--- config.mk ---
export PLATFORM = sky130hd
export DESIGN_NAME = multicycle_alu
export DESIGN_NICKNAME = d
export VERILOG_FILES = /design/src/rtl/multicycle_alu.sv
export SDC_FILE = /design/constraint.sdc
export NUM_CORES = 2
export LEC_CHECK = 0
export CAP_MARGIN = 20
export CORE_MARGIN = 5
export CORE_UTILIZATION = 25
export DETAILED_ROUTE_END_ITERATION = 16
export PLACE_DENSITY = 0.37
export SYNTH_ARGS = -nofsm -noshare
export SYNTH_HDL_FRONTEND = slang
export SYNTH_SLANG_ARGS = --single-unit
--- constraint.sdc ---
create_clock -name clock -period 11.2 [get_ports clock]
set_input_delay 3.36 -clock clock [delete_from_list [all_inputs] [get_ports clock]]
set_output_delay 3.36 -clock clock [all_outputs]
set_load 0.005 [all_outputs]
--- src/rtl/multicycle_alu.sv ---
// Execution-stage ALU with an iterative multiplier and divider.
//
// Single-cycle ops (logic, add/sub, compare, shift, NOP) register their result on the edge that
// samples start. MUL (shift-add) and DIV (restoring) run on operand magnitudes for WIDTH steps.
// The sign is applied on the final step.
//
// Ports
//   clock, reset         : rising-edge clock, synchronous active-high reset
//   freeze               : stall; holds all state and outputs
//   start, ALUControl    : operation request and 4-bit opcode
//   inp1, inp2, immx, npc: operand sources (op1 = notBUOp ? inp1 : npc, op2 = isImmediate ? immx : inp2)
//   unsigned_operation   : unsigned semantics for ADD/SUB/MUL/DIV/SLT/SGT
//   busy, done           : multi-cycle op in flight / one-cycle completion pulse
//   ALUResult, overFlow, zero, divByZero : registered result and flags
//
// Build option: define ALU_FAST_MUL_EN to use a combinational multiplier. MUL then completes
// like a single-cycle op.

module multicycle_alu #(
  parameter int unsigned WIDTH = 32
) (
  input  logic             clock,
  input  logic             reset,
  input  logic             freeze,
  input  logic             start,
  input  logic [3:0]       ALUControl,
  input  logic [WIDTH-1:0] inp1,
  input  logic [WIDTH-1:0] inp2,
  input  logic [WIDTH-1:0] immx,
  input  logic [WIDTH-1:0] npc,
  input  logic             isImmediate,
  input  logic             notBUOp,
  input  logic             unsigned_operation,
  output logic             busy,
  output logic             done,
  output logic [WIDTH-1:0] ALUResult,
  output logic             overFlow,
  output logic             zero,
  output logic             divByZero
);

  localparam int unsigned ShW = $clog2(WIDTH);
  localparam logic [ShW-1:0] CntLast = {ShW{1'b1}};  // WIDTH-1, since WIDTH is a power of two

  localparam logic [1:0] StIdle = 2'd0;
  localparam logic [1:0] StMul  = 2'd1;
  localparam logic [1:0] StDiv  = 2'd2;
  localparam logic [1:0] StDone = 2'd3;

  localparam logic [3:0] OpNop  = 4'h0;
  localparam logic [3:0] OpAdd  = 4'h1;
  localparam logic [3:0] OpSub  = 4'h2;
  localparam logic [3:0] OpMul  = 4'h3;
  localparam logic [3:0] OpDiv  = 4'h4;
  localparam logic [3:0] OpAnd  = 4'h5;
  localparam logic [3:0] OpOr   = 4'h6;
  localparam logic [3:0] OpNand = 4'h7;
  localparam logic [3:0] OpNor  = 4'h8;
  localparam logic [3:0] OpXor  = 4'h9;
  localparam logic [3:0] OpSlt  = 4'hA;
  localparam logic [3:0] OpSgt  = 4'hB;
  localparam logic [3:0] OpSll  = 4'hC;
  localparam logic [3:0] OpSrl  = 4'hD;
  localparam logic [3:0] OpSla  = 4'hE;
  localparam logic [3:0] OpSra  = 4'hF;

  localparam logic [WIDTH-1:0] SignedMin = {1'b1, {(WIDTH-1){1'b0}}};

  // Applies the sign to a magnitude product. Returns {overflow, low WIDTH bits}.
  function automatic logic [WIDTH:0] mul_final(input logic [2*WIDTH-1:0] p, input logic neg,
                                               input logic uns);
    logic [2*WIDTH-1:0] s;
    logic               ovf;
    s = neg ? -p : p;
    if (uns) ovf = |p[2*WIDTH-1:WIDTH];
    else     ovf = !((&s[2*WIDTH-1:WIDTH-1]) || !(|s[2*WIDTH-1:WIDTH-1]));
    return {ovf, s[WIDTH-1:0]};
  endfunction

  logic [1:0]       state_q, state_d;
  logic [ShW-1:0]   cnt_q, cnt_d;
  logic [WIDTH-1:0] hi_q, hi_d;        // MUL: upper product half; DIV: partial remainder
  logic [WIDTH-1:0] lo_q, lo_d;        // MUL: multiplier / low half; DIV: dividend -> quotient
  logic [WIDTH-1:0] mcand_q, mcand_d;  // MUL: multiplicand; DIV: divisor (magnitudes)
  logic             neg_q, neg_d;
  logic             uns_q, uns_d;
  logic             divovf_q, divovf_d;
  logic [WIDTH-1:0] result_q, result_d;
  logic             ovf_q, ovf_d;
  logic             dbz_q, dbz_d;
  logic             zero_q, zero_d;

  logic [WIDTH-1:0] op1, op2, mag1, mag2;
  logic             s1, s2;
  logic [ShW-1:0]   sh;

  always_comb begin
    op1  = notBUOp ? inp1 : npc;
    op2  = isImmediate ? immx : inp2;
    s1   = ~unsigned_operation & op1[WIDTH-1];
    s2   = ~unsigned_operation & op2[WIDTH-1];
    mag1 = s1 ? -op1 : op1;
    mag2 = s2 ? -op2 : op2;
    sh   = op2[ShW-1:0];
  end

  // Single-cycle datapath.
  logic [WIDTH:0]   add_full, sub_full;
  logic [WIDTH-1:0] sla_probe;
  logic             lt, gt;
  logic [WIDTH-1:0] sc_res;
  logic             sc_ovf;
`ifdef ALU_FAST_MUL_EN
  logic [2*WIDTH-1:0] fast_prod;
`endif

  always_comb begin
    add_full  = {1'b0, op1} + {1'b0, op2};
    sub_full  = {1'b0, op1} - {1'b0, op2};
    lt        = unsigned_operation ? (op1 < op2) : ($signed(op1) < $signed(op2));
    gt        = unsigned_operation ? (op1 > op2) : ($signed(op1) > $signed(op2));
    // ~sh == WIDTH-1-sh: the low sh+1 bits of the probe are the bits that pass through the sign
    // position, and the upper bits repeat the sign. The shift is clean only when all bits agree.
    sla_probe = $signed(op1) >>> (~sh);
`ifdef ALU_FAST_MUL_EN
    fast_prod = {{WIDTH{1'b0}}, mag1} * {{WIDTH{1'b0}}, mag2};
`endif
    sc_res = result_q;
    sc_ovf = 1'b0;
    case (ALUControl)
      OpAdd: begin
        sc_res = add_full[WIDTH-1:0];
        sc_ovf = unsigned_operation ? add_full[WIDTH]
               : (op1[WIDTH-1] == op2[WIDTH-1]) && (add_full[WIDTH-1] != op1[WIDTH-1]);
      end
      OpSub: begin
        sc_res = sub_full[WIDTH-1:0];
        sc_ovf = unsigned_operation ? sub_full[WIDTH]
               : (op1[WIDTH-1] != op2[WIDTH-1]) && (sub_full[WIDTH-1] != op1[WIDTH-1]);
      end
`ifdef ALU_FAST_MUL_EN
      OpMul:  {sc_ovf, sc_res} = mul_final(fast_prod, s1 ^ s2, unsigned_operation);
`endif
      OpAnd:  sc_res = op1 & op2;
      OpOr:   sc_res = op1 | op2;
      OpNand: sc_res = ~(op1 & op2);
      OpNor:  sc_res = ~(op1 | op2);
      OpXor:  sc_res = op1 ^ op2;
      OpSlt:  sc_res = {{(WIDTH-1){1'b0}}, lt};
      OpSgt:  sc_res = {{(WIDTH-1){1'b0}}, gt};
      OpSll:  sc_res = op1 << sh;
      OpSrl:  sc_res = op1 >> sh;
      OpSla: begin
        sc_res = op1 << sh;
        sc_ovf = ~((&sla_probe) | ~(|sla_probe));
      end
      OpSra:  sc_res = $signed(op1) >>> sh;
      default: begin  // NOP keeps the previous result; MUL/DIV never complete through here
        sc_res = result_q;
        sc_ovf = 1'b0;
      end
    endcase
  end

  // One iteration of shift-add multiply and restoring divide.
  logic [WIDTH:0]   mul_sum, div_rs, div_diff;
  logic [WIDTH-1:0] mul_hi, mul_lo, div_hi, div_lo;
  logic             div_ok;

  always_comb begin
    mul_sum  = {1'b0, hi_q} + (lo_q[0] ? {1'b0, mcand_q} : '0);
    mul_hi   = mul_sum[WIDTH:1];
    mul_lo   = {mul_sum[0], lo_q[WIDTH-1:1]};
    div_rs   = {hi_q, lo_q[WIDTH-1]};
    // Remainder stays below the divisor, so bit WIDTH of the difference is a clean borrow.
    div_diff = div_rs - {1'b0, mcand_q};
    div_ok   = ~div_diff[WIDTH];
    div_hi   = div_ok ? div_diff[WIDTH-1:0] : div_rs[WIDTH-1:0];
    div_lo   = {lo_q[WIDTH-2:0], div_ok};
  end

  logic finish;

  always_comb begin
    state_d  = state_q;
    cnt_d    = cnt_q;
    hi_d     = hi_q;
    lo_d     = lo_q;
    mcand_d  = mcand_q;
    neg_d    = neg_q;
    uns_d    = uns_q;
    divovf_d = divovf_q;
    result_d = result_q;
    ovf_d    = ovf_q;
    dbz_d    = dbz_q;
    zero_d   = zero_q;
    finish   = 1'b0;
    if (!freeze) begin
      case (state_q)
        StMul: begin
          hi_d  = mul_hi;
          lo_d  = mul_lo;
          cnt_d = cnt_q + ShW'(1);
          if (cnt_q == CntLast) begin
            finish            = 1'b1;
            {ovf_d, result_d} = mul_final({mul_hi, mul_lo}, neg_q, uns_q);
            dbz_d             = 1'b0;
          end
        end
        StDiv: begin
          hi_d  = div_hi;
          lo_d  = div_lo;
          cnt_d = cnt_q + ShW'(1);
          if (cnt_q == CntLast) begin
            finish   = 1'b1;
            result_d = neg_q ? -div_lo : div_lo;
            ovf_d    = divovf_q;
            dbz_d    = 1'b0;
          end
        end
        default: begin  // StIdle and StDone both accept a new request
          state_d = StIdle;
          if (start) begin
            uns_d = unsigned_operation;
            neg_d = s1 ^ s2;
            cnt_d = '0;
            hi_d  = '0;
            case (ALUControl)
`ifndef ALU_FAST_MUL_EN
              OpMul: begin
                state_d = StMul;
                lo_d    = mag2;
                mcand_d = mag1;
              end
`endif
              OpDiv: begin
                if (op2 == '0) begin
                  finish   = 1'b1;
                  result_d = '1;
                  ovf_d    = 1'b0;
                  dbz_d    = 1'b1;
                end else begin
                  state_d  = StDiv;
                  lo_d     = mag1;
                  mcand_d  = mag2;
                  // MIN / -1: the magnitude quotient 2^(WIDTH-1) already reads as MIN.
                  divovf_d = ~unsigned_operation & (op1 == SignedMin) & (&op2);
                end
              end
              default: begin
                finish   = 1'b1;
                result_d = sc_res;
                ovf_d    = sc_ovf;
                dbz_d    = 1'b0;
              end
            endcase
          end
        end
      endcase
      if (finish) begin
        state_d = StDone;
        zero_d  = ~|result_d;
      end
    end
  end

  always_ff @(posedge clock) begin
    if (reset) begin
      state_q  <= StIdle;
      cnt_q    <= '0;
      hi_q     <= '0;
      lo_q     <= '0;
      mcand_q  <= '0;
      neg_q    <= 1'b0;
      uns_q    <= 1'b0;
      divovf_q <= 1'b0;
      result_q <= '0;
      ovf_q    <= 1'b0;
      dbz_q    <= 1'b0;
      zero_q   <= 1'b1;
    end else begin
      state_q  <= state_d;
      cnt_q    <= cnt_d;
      hi_q     <= hi_d;
      lo_q     <= lo_d;
      mcand_q  <= mcand_d;
      neg_q    <= neg_d;
      uns_q    <= uns_d;
      divovf_q <= divovf_d;
      result_q <= result_d;
      ovf_q    <= ovf_d;
      dbz_q    <= dbz_d;
      zero_q   <= zero_d;
    end
  end

  assign busy      = (state_q == StMul) || (state_q == StDiv);
  assign done      = (state_q == StDone);
  assign ALUResult = result_q;
  assign overFlow  = ovf_q;
  assign zero      = zero_q;
  assign divByZero = dbz_q;

endmodule

==> flow_summary.yaml <==
power:
  ir_worst_vdd_uv: 83.8
  power_leakage_uw: 0.0115
  post_layout_power_uw: 3650
  pwr_density_cell_nw_per_um2: 120
clock_tree:
  tritoncts_clock_tree: "done"
  clkLatencyLatePin_ns: 0.49
  post-cts-setup-buffer-count: 0
  ctsRootBufferMaster: "clkbuf_16"
  tritoncts_buffer_count: 17
  cts_resized: 0
  cts-root-to-sink-buffers: 2
  cts-hold-fix-buffers: 0
  clock-sinks: 141
  cts_max_level: 4
  clock_slew_at_reported_path_ffs_ns: 0.08
grt:
  via_count_of_the_first_global_routing_pass: 30700
  antenna_found_initial: 5
  grt_first_pass_wirelength_mm: 233
  grt-ovfl-total: 0
  grt_max_degree: 65
  track_usage: 0.280
route:
  dr_iter_0_viols: 3749
  detail_route.wl_per_cell_um: 30.7
  route.vias.total: 32100
  residual_drc_count: 0
  post_drt_antenna_nets: 0
  vias_per_cell: 6.00
  drt_wl_total_mm: 165
  detailed_routing_iterations_pass_1: 6
run_status:
  result_of_the_run: "completed"
setup_path:
  critical-path-top-delay-family: "simple AND/OR/NAND/NOR gates"
  cp_slowest_stage_delay_ns: 0.92
  critical_path_buf_inv_count: 3
  worst-path-stages: 18
  worstPathCellList: "buf_4 -> mux2_2 -> clkinv_1 -> ha_1 -> a21oi_1 -> nor4b_1 -> o41a_1 -> a31oi_1 -> and2_1 -> o22ai_1 -> nor4bb_1 -> a2111oi_1 -> buf_4 -> nand3_1 -> nand2_1 -> or4_1 -> nor4_1 -> a311o_1"
  critical-path-slowest-cell: "nor4bb_1"
  arr_time_crit_path_ns: 10.21
  path_class: "input port to register"
  critPathMaxFanout: 48
  endpoint_kind_of_the_worst_setup_timing_path: "register"
  timing.critical_path.from_type: "input port"
  worst_path_most_repeated_cell: "buf_4"
  critPathRequiredTime_ns: 11.64
  rr_worst_depth: 24
floorplan:
  area_enclosed_by_the_die_boundary_um2: 113000
  rows: 119
  coreArea_um2: 105000
  die_width_um: 336
  io_pins: 176
  die_h_um: 336
  start_util: 0.252
placement:
  dpl.cell_count: 5321
  placed_instance_area_um2: 29900
  io_buffer_count: 175
  hpwl_mm: 131
  gp_routability_congestion: 0.970
min_path:
  worstHoldPathCells: 2
  worstHoldPathType: "register to register"
timing:
  final.period_utilization: 0.873
  achievable-frequency_mhz: 102
  slew_viol_final: 0
  timing.setup.tns_ns: 0
  relSlewSlack: 0.258
  tightestPinTransition_ns: 1.08
  timing.final.setup_violations: 0
  final_hold_viol_count: 0
  rsz0062_at_grt: "no"
  final_period_minus_worst_setup_slack_ns: 9.77
  fin_worst_skew_ns: 0.0223
logic_synthesis:
  commonest_cells_in_the_synthesized_netlist: "nor2_1, a21oi_1, nand2_1, o21ai_0, clkbuf_1"
  postSynthNetCount: 4255
  yosysWarningCount: 0
  synth_seq_cells: 141
  number_of_synthesized_flops_with_an_enable_pin: 0
  synth_top_area_cell: "dfxtp_1"
  synth-main-ff-cell: "dfxtp_1"
  syn-instance-count: 3941
  synth_seq_area_share: 0.106
  avgSynthCellArea_um2: 6.73
  netlist.area_leader.share: 0.106
  synth_area_um2: 26500
  async_reset_ff_frac: 0
  post_synth_num_cell_types: 93
  post-synth-top-count-cell: "nor2_1"
  post_synth_main_area_contributors: "dfxtp_1, mux2i_1, ha_1"
finish:
  finalNetCount: 4265
  fillers: 11800
  layout_cells_sized_above_1: 0.0643
  areaGrowthSynthToFinish_pct: 15.0
  design_area_um2: 30500
  fin_cells: 5357
flow_run:
  max_cap_violations: 0
## layout by cell type, fill, tap and decap left out, drive strengths merged, types with 25 or more instances in the layout
cell type and n:
mux2i 224, nor3 107, nor2b 26, nand2b 31
a21o 39, inv 168, a221oi 65, a22oi 63
dfxtp 141, xnor2 141, nand4 39, o31ai 34
o22ai 59, o221ai 25, and3 35, a21oi 350
nand2 350, nand3 67, xor2 54, ha 171
mux2 31, or3 25, o211ai 47, buf 123
a31oi 49, o21ai 277, a211oi 98, nor4 53
clkdlybuf4s50 169, nor2 487
## report_power, final
part           total [µW]  internal, µW  switching [µW]
registers             615           538            77.4
clock network         610           318             292
logic                2420           761            1660
## sequential cells by signal, indices dropped and copies added, names as in the netlist
| name | flops |
|---|---|
| ALUResult | 32 |
| hi_q | 32 |
| lo_q | 32 |
| mcand_q | 32 |
| cnt_q | 5 |
| state_q | 2 |
| divByZero | 1 |
| divovf_q | 1 |
| neg_q | 1 |
| overFlow | 1 |
| uns_q | 1 |
| zero | 1 |
## layer usage
layer,vias to the layer above,routed length (µm),GRT usage
met1,15700,71500,0.369
met3,270,9650,0.0358
li1,14700,-,-
met5,-,13,0
met2,1393,73800,0.451
met4,2,9710,0.140
## through the flow
stage	utilization	setup slack (ns)	hold slack, ns
floorplan	-	1.84	0.429
global placement	0.283	1.14	0.444
detailed placement	0.283	1.07	0.451
CTS	0.289	1.58	0.462
global route	0.289	1.31	0.503
finish	0.289	1.43	0.462
## area by class of cell
class | instances | area (µm²) | area share
Antenna cell | 2 | 5.00 | 0.000164
Sequential cell | 141 | 2820 | 0.0926
Multi-Input combinational cell | 3331 | 22100 | 0.724
Clock buffer | 17 | 425 | 0.0139
Tap cell | 1391 | 1740 | 0.0570
Inverter | 166 | 623 | 0.0204
Timing Repair Buffer | 294 | 2640 | 0.0866
Clock inverter | 15 | 173 | 0.00566
## final timing paths
check,endpoint,startpoint,slack [ns]
setup / recovery,zero,isImmediate,1.43
hold / removal,divovf_q,divovf_q,0.46
setup reg to reg,zero,lo_q[31],4.05
hold reg to reg,divovf_q,divovf_q,0.46
## tightest hold or removal path: cells and delay by family, from the launching register on
kind,cells,cell delay (ns)
AO/OA/AOI/OAI,1,0.05
AND/OR/NAND/NOR,1,0.05
flip-flops,1,0.32
## cell families (layout without fill, tap and decap cells)
kind of cell / Yosys count / count (layout) / share of synthesized area
AOI/OAI and AO/OA: 1373 / 1373 / 0.342
and+or+nand+nor: 1328 / 1328 / 0.234
buffers and inverters: 469 / 492 / 0.0672
muxes: 260 / 260 / 0.102
xor gates and xnor gates: 195 / 195 / 0.0647
adders and majority gates: 175 / 175 / 0.0837
DFF: 141 / 141 / 0.106
other: 0 / 2 / 0
Note: power is estimated with default switching activity, not from simulation.
